--- src/rtl/field_op_sequencer.sv ---
// field_op_sequencer: computes (a*b + c - d) mod P by sequencing an external modular multiplier and adder
module field_op_sequencer #(
  parameter int P = 37,
  parameter int WIDTH = 32,
  parameter int TIMEOUT = 1024
) (
  input  logic             clk,
  input  logic             reset,
  input  logic             start,
  input  logic [WIDTH-1:0] a,
  input  logic [WIDTH-1:0] b,
  input  logic [WIDTH-1:0] c,
  input  logic [WIDTH-1:0] d,
  output logic             busy,
  output logic             done,
  output logic             err,
  output logic [WIDTH-1:0] r,
  output logic             mul_en,
  output logic [WIDTH-1:0] mul_a,
  output logic [WIDTH-1:0] mul_b,
  input  logic [WIDTH-1:0] mul_r,
  input  logic             mul_done,
  output logic             add_en,
  output logic [WIDTH-1:0] add_a,
  output logic [WIDTH-1:0] add_b,
  input  logic [WIDTH-1:0] add_r,
  input  logic             add_done
);
  localparam int CW = $clog2(TIMEOUT + 1);
  localparam logic [WIDTH-1:0] PW = WIDTH'(P);
  typedef enum logic [2:0] {IDLE, S1, GAP, S2, FIN} state_t;
  state_t state, state_n;
  logic [CW-1:0] cnt;
  logic [WIDTH-1:0] ab, cmd, neg_d;
  logic bad_d, accept, expired, mul_hit, add_hit;
  assign busy = state == S1 || state == GAP || state == S2;
  assign done = state == FIN;
  assign bad_d = d >= PW;
  assign accept = state == IDLE && start && !bad_d;
  assign neg_d = d == '0 ? '0 : PW - d;
  assign expired = busy && cnt == CW'(TIMEOUT - 1);
  assign mul_hit = mul_en && mul_done;
  assign add_hit = add_en && add_done;
  always_comb begin
    state_n = state;
    if (expired) state_n = IDLE;
    else case (state)
      IDLE:    state_n = accept ? S1 : IDLE;
      S1:      state_n = (!mul_en || mul_done) && (!add_en || add_done) ? GAP : S1;
      GAP:     state_n = !mul_done && !add_done ? S2 : GAP;
      S2:      state_n = add_hit ? FIN : S2;
      default: state_n = IDLE;
    endcase
  end
  always_ff @(posedge clk) begin
    if (reset) begin
      state <= IDLE;
      err <= 1'b0;
      cnt <= '0;
      mul_en <= 1'b0;
      add_en <= 1'b0;
      r <= '0;
      mul_a <= '0;
      mul_b <= '0;
      add_a <= '0;
      add_b <= '0;
      ab <= '0;
      cmd <= '0;
    end else begin
      state <= state_n;
      err <= expired || (state == IDLE && start && bad_d);
      cnt <= (state_n != state || !busy) ? '0 : cnt + 1'b1;
      if (accept) begin
        mul_en <= 1'b1;
        add_en <= 1'b1;
        mul_a <= a;
        mul_b <= b;
        add_a <= c;
        add_b <= neg_d;
      end
      if (state == S1 && mul_hit) begin
        ab <= mul_r;
        mul_en <= 1'b0;
      end
      if (state == S1 && add_hit) begin
        cmd <= add_r;
        add_en <= 1'b0;
      end
      if (state == GAP && state_n == S2) begin
        add_a <= ab;
        add_b <= cmd;
      end
      if (state == S2 && !add_en && !add_done) add_en <= 1'b1;
      if (state == S2 && add_hit) add_en <= 1'b0;
      if (state_n == FIN) r <= add_r;
      if (expired) begin
        mul_en <= 1'b0;
        add_en <= 1'b0;
      end
    end
  end
endmodule
--- config.mk ---
export PLATFORM = sky130hd
export DESIGN_NAME = field_op_sequencer
export DESIGN_NICKNAME = d
export VERILOG_FILES = /design/src/rtl/field_op_sequencer.sv
export SDC_FILE = /design/constraint.sdc
export NUM_CORES = 1
export LEC_CHECK = 0
export BUFFER_PORTS_ARGS = -buffer_cell sky130_fd_sc_hd__buf_2
export CORE_MARGIN = 3
export CORE_UTILIZATION = 50
export CTS_CLUSTER_DIAMETER = 200
export DETAILED_ROUTE_END_ITERATION = 12
export PLACE_DENSITY = 0.92
export SLEW_MARGIN = 5
export SYNTH_ARGS = -nofsm -noshare
export SYNTH_HDL_FRONTEND = slang
export SYNTH_SLANG_ARGS = --single-unit
--- constraint.sdc ---
create_clock -name clk -period 4.89 [get_ports clk]
set_input_delay 0.489 -clock clk [delete_from_list [all_inputs] [get_ports clk]]
set_output_delay 0.489 -clock clk [all_outputs]
set_load 0.1 [all_outputs]
==> metrics.md, run 1 <==
| Metric | Value |
|---|---|
| Status | finished, final reports clean |
| Hold Slack | 0.2070 ns |
| Most frequent cell after synthesis | nand2_1 |
| Overall power | 3.942 mW |
| Clock network power share | 46.6% |
| Seq pwr share | 49.8% |
| Vias in the first global route | 8641 |
| Sequential-to-total area share from yosys stat | 52.21% |
| Simple-gate area share of the yosys netlist | 25.76% |
| Initial antenna violation count | 2 |
| Top cells by count, synth | nand2_1 (306), dfxtp_1 (241), a21oi_1 (213), nand3_1 (78), clkbuf_1 (46) |
| Antenna-violating nets left | 0 |
| CP startpoint kind | register |
| I/O Pins | 362 |
| Port buffer count | 361 |
| FP Rows | 49 |
| Grt ovf | 0 |
| Synth Flop Type | dfxtp_1 |
| Final worst path period share | 57.60% |
| Core area | 18090 sq um |
| Synthesized net count | 1322 |
| PD cells | 333.4 nW/um^2 |
| Yosys warnings | 0 |
| Post-synthesis cell area | 9241 sq um |
| Post-synth top area share | 52.21% |
| Distinct cells, synth | 43 |
| Static leakage | 4.838 nW |
| CTS tree | yes |
| CTS resizes | 0 |
| Net Switching | 0.8070 mW |
| Layout Skew | 0.009887 ns |
| Post-synthesis xor/xnor area fraction | 1.043% |
| Chip height | 142.0 microns |
| Sw Share | 20.47% |
| Max FO, Critical Path | 53 |
| TritonCTS buffer count | 26 |
| Max-Cap Viols | 0 |
| DRC errors left | 0 |
| Routed vias | 9142 |
| Maximum VDD drop | 0.0002730 V |
| Most area-hungry cell type in the Yosys netlist | dfxtp_1 |
| Max clock buf depth | 3 |
| Final hold viol count | 0 |
| Worst slew margin | 16.68% |
| Skew-Pair Late Insertion Delay | 0.51 ns |
| FF-to-FF setup slack | 2.07 ns |
| Critical path class | reg -> reg |
| Final setup viols | 0 |
| Initial Util | 51.10% |
| Wirelength, routed | 27.90 mm |
| Layout net count | 1634 |
| Setup repair after global routing missed its margin | false |
| Clock transition at path regs | 0.06 ns |
| Mux share of post-synthesis cell area | 0.1083% |
| Compound-Gate Fraction of Synth Area | 15.65% |
| Seq cells post-synth | 241 |
| Routability cong. | 0.9450 |
| Vias per cell | 5.451 |
| Drt wl/cell | 16.64 microns |
| Largest net degree at the start of global routing | 150 |
| # hold bufs at CTS | 0 |
| FMAX | 355.1 MHz |
| Combinational share of power | 3.6% |
| Setup TNS | 0 ns |
| First-pass GRT wire length | 42.89 mm |
| Total GRT Usage | 25.76% |
| DRT Pass-1 Iters | 5 |
| Async SR Flop Fraction | 0% |
| Largest cells by area after synthesis | dfxtp_1 (52%), nand2_1 (12%), a21oi_1 (12%), nand3_1 (4.2%), a22oi_1 (2.8%) |
| Adder-Cell Fraction of Synth Area | 0.4062% |
| Area Overhead vs Synth | 27.94% |
| Post-CTS setup buffer count | 0 |
| Post-Syn Instances | 1122 |
| Int Power | 3.135 mW |
| Die Area | 20150 sq um |
| Detailed Place HPWL | 19.47 mm |
| Hold Path Class | in -> reg |
| Synth Area per Inst | 8.237 sq um |
| Clock root cell | clkbuf_16 |
| Worst slew pin tran | 1.250 ns |
| Worst path required time | 5.31 ns |
| EDFF count, synth | 0 |
| Min Tclk post-route | 2.816 ns |
| Die Width | 142.0 microns |
| Main combinational cell family by area after synthesis | simple AND/OR/NAND/NOR gates |
| Detailed router's first-iteration violation count | 643 |
| Clock Sinks | 241 |
| CP arrival | 3.24 ns |
| Layout cell share with drive strength beyond 1 | 31.67% |
| Nature of the critical path endpoint | register |
| Max-slew violations | 0 |
| CTS H-Tree Depth | 1 |
sequential cells by signal (all words and copies together), names as in the netlist:
| register | flops |
|---|---|
| ab | 32 |
| add_a | 32 |
| add_b | 32 |
| cmd | 32 |
| mul_a | 32 |
| mul_b | 32 |
| r | 32 |
| cnt | 11 |
| state | 3 |
| add_en | 1 |
| err | 1 |
| mul_en | 1 |
layout by cell type (no fill, tap or decap), types with 4 or more instances in the layout:
cell,n
xor2_1,5
nor2_1,16
nand4_1,4
a22oi_1,34
nor3_1,7
o21ai_0,5
nand3_1,78
nor4_2,5
nand2_2,35
clkbuf_8,4
a21oi_1,213
inv_1,6
nand2_1,306
buf_4,11
buf_2,360
a31oi_1,4
clkbuf_1,6
dfxtp_1,241
nand2b_1,6
xnor2_1,6
clkbuf_16,27
nand3b_1,14
or4b_1,10
power by group through the flow:
stage / clock network [mW] / logic, mW / registers, mW
6_report: 1.84 / 0.141 / 1.96
5_1_grt: 1.96 / 0.153 / 1.96
4_1_cts: 1.87 / 0.140 / 1.96
3_5_place_dp: 0 / 0.139 / 2.01
3_3_place_gp: 0 / 0.140 / 2.01
2_1_floorplan: 0 / 0.0381 / 2.01
per-stage QoR:
step	setup WS, ns	instances	cell area, sq um	util [%]
2_1_floorplan	1.882	1122	9241	-
3_3_place_gp	1.818	1635	11030	60.96
3_5_place_dp	1.733	1635	11030	60.96
4_1_cts	2.061	1675	11820	65.35
5_1_grt	1.882	1677	11820	65.38
6_report	2.074	1677	11820	65.38
final timing paths:
path	cells past startpoint	from	end
max reg2reg	6	state[1]	add_b[31]
max	6	state[1]	add_b[31]
min	3	mul_r[0]	ab[0]
min reg2reg	2	mul_a[5]	mul_a[5]
area by class of cell:
cell class	instances	area, sq um
Clock buffer	37	753.2
Multi-Input combinational cell	787	3996
Clock inverter	3	40.04
Timing Repair Buffer	372	1896
Sequential cell	241	4825
Antenna cell	2	5.005
Fill cell	1480	6262
Inverter	6	22.52
Tap cell	229	286.5
logic make-up after synthesis:
| family | after synthesis |
|---|---|
| buf+inv | 94 |
| compound gates | 265 |
| fa+ha+maj | 3 |
| flops | 241 |
| simple gates | 507 |
| xor+xnor | 11 |
| mux | 1 |
critical path: stages, from the launching register on:
cell and delay (ns):
dfxtp_1 0.54, o21bai_1 0.22, nor4_2 0.54, nor2_4 0.24
buf_4 0.36, or4b_2 0.69, nand3_1 0.11
per-layer routing:
metal / global-route usage (%) / up-vias / part of all wire [%] / routed length [microns]
met2: 45.03 / 394 / 49 / 13800
met4: 9.949 / 0 / 3.6 / 995
met3: 5.208 / 75 / 8.1 / 2264
met5: 0 / - / 0 / 0
li1: - / 4441 / - / -
met1: 31.31 / 4232 / 39 / 10850
No activity file was read; power rests on OpenSTA's default activity.
==> run 2, diff against run 1 <==
Settings changed: ABC_AREA set to 1, CORE_UTILIZATION 50 to 49, PLACE_DENSITY 0.92 to 0.9.
Clock period 4.89 ns to 2.95 ns, I/O delays scaled along.
==> metrics.md, run 2 <==
| Metric | Value |
|---|---|
| Status | finished, final reports clean |
| Final std cells w/o fill | 1943 (+16%) |
| Seq cells post-synth | 241 (unchanged) |
| Total GRT Usage | 26.66% (+0.90 points) |
| Maximum VDD drop | 0.0004739 V (+74%) |
| PD cells | 540.3 nW/um^2 (+62%) |
| Core area | 19020 sq um (+5.2%) |
| FP Rows | 50 (+2.0%) |
| FMAX | 438.4 MHz (+23%) |
| Layout Skew | 0.01666 ns (+0.006773 ns) |
| Layout net count | 1864 (+14%) |
| Min Tclk post-route | 2.281 ns (-0.5357 ns) |
| Static leakage | 6.259 nW (+29%) |
| Chip height | 146.2 microns (+3.0%) |
| Max clock buf depth | 3 (unchanged) |
| Post-synthesis cell area | 9630 sq um (+4.2%) |
| Clock transition at path regs | 0.06 ns (about the same) |
| Final hold viol count | 0 (unchanged) |
| DRT Pass-1 Iters | 5 (unchanged) |
| # hold bufs at CTS | 0 (unchanged) |
| Max-Cap Viols | 0 (unchanged) |
| Antenna-violating nets left | 0 (unchanged) |
| Initial Util | 50.64% (-0.46 points) |
| Async SR Flop Fraction | 0% (unchanged) |
| Max FO, Critical Path | 42 (-21%) |
| Clock Sinks | 241 (unchanged) |
| First-pass GRT wire length | 47.75 mm (+11%) |
| Most frequent cell after synthesis | nand2_1 |
| FF-to-FF setup slack | 0.67 ns (-1.40 ns) |
| Nature of the critical path endpoint | register |
| Port buffer count | 361 (unchanged) |
| Die Width | 146.2 microns (+3.0%) |
| Worst path required time | 3.38 ns (-1.93 ns) |
| Drt wl/cell | 15.61 microns (-6.2%) |
| Routed vias | 10010 (+9.5%) |
| Post-synth top area share | 50.10% (-2.1 points) |
| Largest net degree at the start of global routing | 81 (-46%) |
| Pre-CTS WS | 0.6660 ns (-1.067 ns) |
| Hold Path Class | in -> reg |
| I/O Pins | 362 (unchanged) |
| Yosys warnings | 0 (unchanged) |
| CTS resizes | 0 (unchanged) |
| Placed instance area | 11590 sq um (+5.1%) |
| Clock root cell | clkbuf_16 |
| Grt ovf | 0 (unchanged) |
| CTS H-Tree Depth | 1 (unchanged) |
| TritonCTS buffer count | 25 (-3.8%) |
| Worst slew pin tran | 1.218 ns (-0.03216 ns) |
| Initial antenna violation count | 4 (+2) |
| Wirelength, routed | 30.34 mm (+8.7%) |
| Worst Slack Setup Final | 0.6692 ns (-1.404 ns) |
| Vias per cell | 5.152 (-5.5%) |
| Synth Flop Type | dfxtp_1 |
| Post-CTS setup buffer count | 0 (unchanged) |
| Final worst path period share | 77.32% (+20 points) |
| Post-Syn Instances | 1342 (+20%) |
| Most frequent cells in the layout | buf_2 (361), nand2_1 (343), dfxtp_1 (241) |
| Die Area | 21370 sq um (+6.1%) |
| Largest cells by area after synthesis | dfxtp_1 (50%), nand2_1 (13%), nor2_1 (9.1%), o21ai_0 (5.1%), a21oi_1 (4.1%) |
| Top cells by count, synth | nand2_1 (343), dfxtp_1 (241), nor2_1 (234), o21ai_0 (98), inv_1 (95) |
| Final Instance Area | 12430 sq um (+5.1%) |
| Sequential-to-total area share from yosys stat | 50.10% (-2.1 points) |
| Vias in the first global route | 9772 (+13%) |
| Synth Area per Inst | 7.176 sq um (-13%) |
| Most area-hungry cell type in the Yosys netlist | dfxtp_1 |
| Worst slew margin | 18.74% (+2.1 points) |
| CTS tree | yes |
| Layout cell share with drive strength beyond 1 | 26.63% (-5.0 points) |
| Setup TNS | 0 ns (unchanged) |
| Critical path class | reg -> reg |
| Final setup viols | 0 (unchanged) |
| Post-Place Cells | 1897 (+16%) |
| Detailed router's first-iteration violation count | 624 (-3.0%) |
| Max-slew violations | 0 (unchanged) |
| Routability cong. | 0.8936 (-5.4%) |
| Skew-Pair Late Insertion Delay | 0.51 ns (about the same) |
| DRC errors left | 0 (unchanged) |
| Setup repair after global routing missed its margin | false |
| Commonest non-fill, non-tap cell in the layout | buf_2 |
| Area Overhead vs Synth | 29.05% |
| Synthesized net count | 1542 (+17%) |
| CP arrival | 2.71 ns (-0.53 ns) |
| CP startpoint kind | register |
| EDFF count, synth | 0 (unchanged) |
| Distinct cells, synth | 30 (-30%) |
| Detailed Place HPWL | 21.16 mm (+8.7%) |
run 2: cell count changes in the layout (fill, tap and decap cells not counted), sizes merged, moves of 5 or more:
cell,previous run,this run
nor2,19,246
a21oi,213,79
o21ai,5,98
inv,6,98
nand4,5,52
a22oi,34,0
or4b,13,0
nand3,78,67
nand3b,14,3
buf,372,381
nor4,9,1
nand2b,7,0
clkinv,2,7
run 2: worst paths after layout:
path | startpoint | to | cells after the start
max | cnt[0] | add_b[8] | 10
min | add_r[20] | cmd[20] | 3
max reg2reg | cnt[0] | add_b[8] | 10
min reg2reg | cnt[0] | cnt[0] | 1
run 2: layout make-up:
type / instances / area [sq um]
repair buffers: 381 / 1994
diodes: 1 / 2.502
clock buffers: 34 / 699.4
multi-input cells: 916 / 4068
flip-flops and latches: 241 / 4825
inverters: 99 / 375.4
well taps: 260 / 325.3
fillers: 1625 / 6590
clock inverters: 11 / 138.9
run 2: kinds of logic after synthesis:
group,after synthesis,synth area share (%)
adders and majority gates,3,0.3898
and+or+nand+nor,722,31.23
AOI/OAI and AO/OA,180,9.432
xor gates and xnor gates,11,1.000
DFF,241,50.10
buffers and inverters,185,7.847
run 2: critical path: stages (launching register included):
cell,delay [ns]
dfxtp_1,0.36
ha_1,0.22
nand3_2,0.14
nor3_4,0.21
nand3b_1,0.14
nor2_1,0.19
nor2_4,0.07
nand3_2,0.08
buf_4,0.43
nand2_1,0.14
a21oi_1,0.21
run 2: power breakdown:
group | internal, mW | total, mW | leakage, nW | switching (mW)
Sequential | 3.25 | 3.25 | 1.94 | 0.000339
Combinational | 0.118 | 0.260 | 3.91 | 0.143
Clock | 1.92 | 3.20 | 0.409 | 1.28
Total | 5.29 | 6.71 | 6.26 | 1.42
run 2: layer usage:
layer  up-vias  GRT usage (%)  part of all wire, %
met5         -              0                0.086
met1      4579          30.36                   38
met4         4          10.91                  3.9
met2       440          47.35                   49
li1       4898              -                    -
met3        89          7.107                  9.1
run 2: through the flow:
| stage | utilization, % | total power, mW | hold WS [ns] |
|---|---|---|---|
| 2_1_floorplan | - | 3.411 | 0.4274 |
| 3_3_place_gp | 60.93 | 3.581 | 0.4419 |
| 3_5_place_dp | 60.93 | 3.583 | 0.4454 |
| 4_1_cts | 65.34 | 6.757 | 0.002251 |
| 5_1_grt | 65.35 | 6.924 | 0.01303 |
| 6_report | 65.35 | 6.715 | 0.02138 |
==> run 3, diff against run 2 <==
Clock period 2.95 ns to 2.2 ns, I/O delays scaled along.
==> metrics.md, run 3 (synthesis gave the netlist of run 2 again) <==
| Metric | Value |
|---|---|
| Die Area | 21370 sq um (unchanged) |
| FF-to-FF path depth | 12 (+2) |
| PD cells | 662.1 nW/um^2 (+23%) |
| Vias in the first global route | 10970 (+12%) |
| Most frequent cells in the layout | buf_2 (361), nand2_1 (343), dfxtp_1 (239) |
| Drt wl/cell | 17.38 microns (+11%) |
| Fillers | 1286 (-21%) |
| Detailed router's first-iteration violation count | 1058 (+70%) |
| Final core utilization | 73.05% (+7.7 points) |
| Skew-Pair Late Insertion Delay | 0.52 ns (about the same) |
| Wirelength, routed | 36.24 mm (+19%) |
| Worst path required time | 1.98 ns (-1.40 ns) |
| Net Switching | 1.979 mW (+39%) |
| FF-to-FF setup slack | 0.13 ns (-0.54 ns) |
| Final worst path period share | 94.34% |
| Nature of the critical path endpoint | output port |
| Min Tclk post-route | 2.075 ns |
| Clock network power share | 46.6% (-1.1 points) |
| Initial antenna violation count | 3 (-1) |
| Reg2reg end | add_a[18] |
| Worst slew pin tran | 0.5861 ns (-0.6315 ns) |
| TritonCTS buffer count | 25 (unchanged) |
| CP arrival | 1.86 ns (-0.85 ns) |
| First-pass GRT wire length | 56.33 mm (+18%) |
| Antenna-violating nets left | 0 (unchanged) |
| Status | finished, final reports clean |
| CP Launch Point | state[1] |
| Chip height | 146.2 microns (unchanged) |
| Critical path class | reg -> out |
| Die Width | 146.2 microns (unchanged) |
| CTS tree | yes |
| Largest net degree at the start of global routing | 70 (-14%) |
| Int Power | 7.219 mW (+36%) |
| DRT Pass-1 Iters | 5 (unchanged) |
| Clock Sinks | 241 (unchanged) |
| Setup TNS | 0 ns (unchanged) |
| Overall power | 9.199 mW (+37%) |
| Combinational share of power | 6.0% (+2.1 points) |
| Placed instance area | 11720 sq um (+1.2%) |
| Max-slew violations | 0 (unchanged) |
| FP Rows | 50 (unchanged) |
| Sw Share | 21.52% (+0.37 points) |
| Final std cells w/o fill | 2085 (+7.3%) |
| CTS H-Tree Depth | 1 (unchanged) |
| Layout Skew | 0.01948 ns (+0.002822 ns) |
| Commonest non-fill, non-tap cell in the layout | buf_2 |
| Vias per cell | 5.355 (+3.9%) |
| Last element of the critical path | busy |
| Max FO, Critical Path | 4 (-90%) |
| Hold Crit Depth | 5 (+2) |
| Setup repair after global routing missed its margin | false |
| Port buffer count | 361 (unchanged) |
| CP startpoint kind | register |
| Final Instance Area | 13890 sq um (+12%) |
| Static leakage | 6.886 nW (+10%) |
| Initial Util | 50.64% (unchanged) |
| Total GRT Usage | 31.50% (+4.8 points) |
| Worst slew margin | 60.93% (+42 points) |
| Core area | 19020 sq um (unchanged) |
| Routed vias | 11170 (+12%) |
| I/O Pins | 362 (unchanged) |
| Post-Place Cells | 1905 (+0.42%) |
| Max-Cap Viols | 0 (unchanged) |
| Final hold viol count | 0 (unchanged) |
| Layout cell share with drive strength beyond 1 | 25.49% (-1.1 points) |
| FMAX | 481.8 MHz |
| Routability cong. | 0.9018 (+0.92%) |
| FF-to-FF Start | cnt[0] |
| Area Overhead vs Synth | 44.26% |
| Maximum VDD drop | 0.0005644 V (+19%) |
| Clock transition at path regs | 0.06 ns (about the same) |
| Clock root cell | clkbuf_16 |
| Layout net count | 2006 (+7.6%) |
| Grt ovf | 0 (unchanged) |
| Final setup viols | 0 (unchanged) |
| Seq pwr share | 47.4% (-1.1 points) |
| DRC errors left | 0 (unchanged) |
| Max clock buf depth | 3 (unchanged) |
| Hold Path Class | in -> reg |
| Detailed Place HPWL | 21.09 mm (-0.34%) |
run 3: cell count changes in the layout (fill, tap and decap cells not counted), sizes merged:
cell	change
clkinvlp	-1
clkinv	+1
dlygate4sd3	+128
buf	+14
run 3: area by class of cell:
cell class                 instances  area [sq um]  share of cell area [%]
antenna                            1         2.502                 0.01801
clock buffer                      34         689.4                   4.962
clock inverter                    11         133.9                  0.9636
inverter                          99         379.1                   2.729
multi-input combinational        916          4073                   29.31
sequential                       241          4827                   34.74
tap                              260         325.3                   2.342
timing repair buffer             523          3463                   24.93
run 3: power groups by stage:
stage	clock (mW)	sequential [mW]	combinational (mW)
after global routing	4.49	4.36	0.586
after global placement	0	4.46	0.336
after CTS	4.32	4.36	0.521
final	4.28	4.36	0.551
after detailed placement	0	4.46	0.340
after floorplan	0	4.47	0.105
run 3: how the worst min path moves through the flow:
stage                  start   endpoint  slack (ns)
floorplan           add_r[0]     cmd[0]        0.35
global placement     cmd[12]  add_b[12]        0.44
detailed placement    cmd[6]   add_b[6]        0.45
CTS                    b[26]  mul_b[26]      0.0005
global route           b[13]  mul_b[13]        0.01
finish                 c[28]  add_a[28]       0.007
run 3: worst max-delay path, stage by stage (launching register included):
cell        delay, ns
dfxtp_1          0.40
inv_2            0.07
nand2_1          0.12
nand2_1          0.09
buf_4            0.16
clkinvlp_4       0.06
buf_2            0.44
run 3: what timing repair did:
action,in CTS,in global routing
endpoints found under the setup margin,2,50
gates resized for setup,1,1
pin swaps,0,1
hold buffers,127,1
setup buffers,0,6
hold endpoints to repair,157,1
run 3: per-stage QoR:
step | setup WS [ns] | hold WS [ns]
2_1_floorplan | 0.04251 | 0.3549
3_3_place_gp | 0.1081 | 0.4441
3_5_place_dp | 0.02652 | 0.4512
4_1_cts | 0.04114 | 0.0004828
5_1_grt | 0.003869 | 0.01015
6_report | 0.1245 | 0.007146
run 3: layer usage:
metal / track usage [%] / share of wire [%]
met5: 0 / 0.072
met4: 15.99 / 5.8
met3: 8.970 / 10
met2: 54.60 / 48
met1: 35.38 / 36
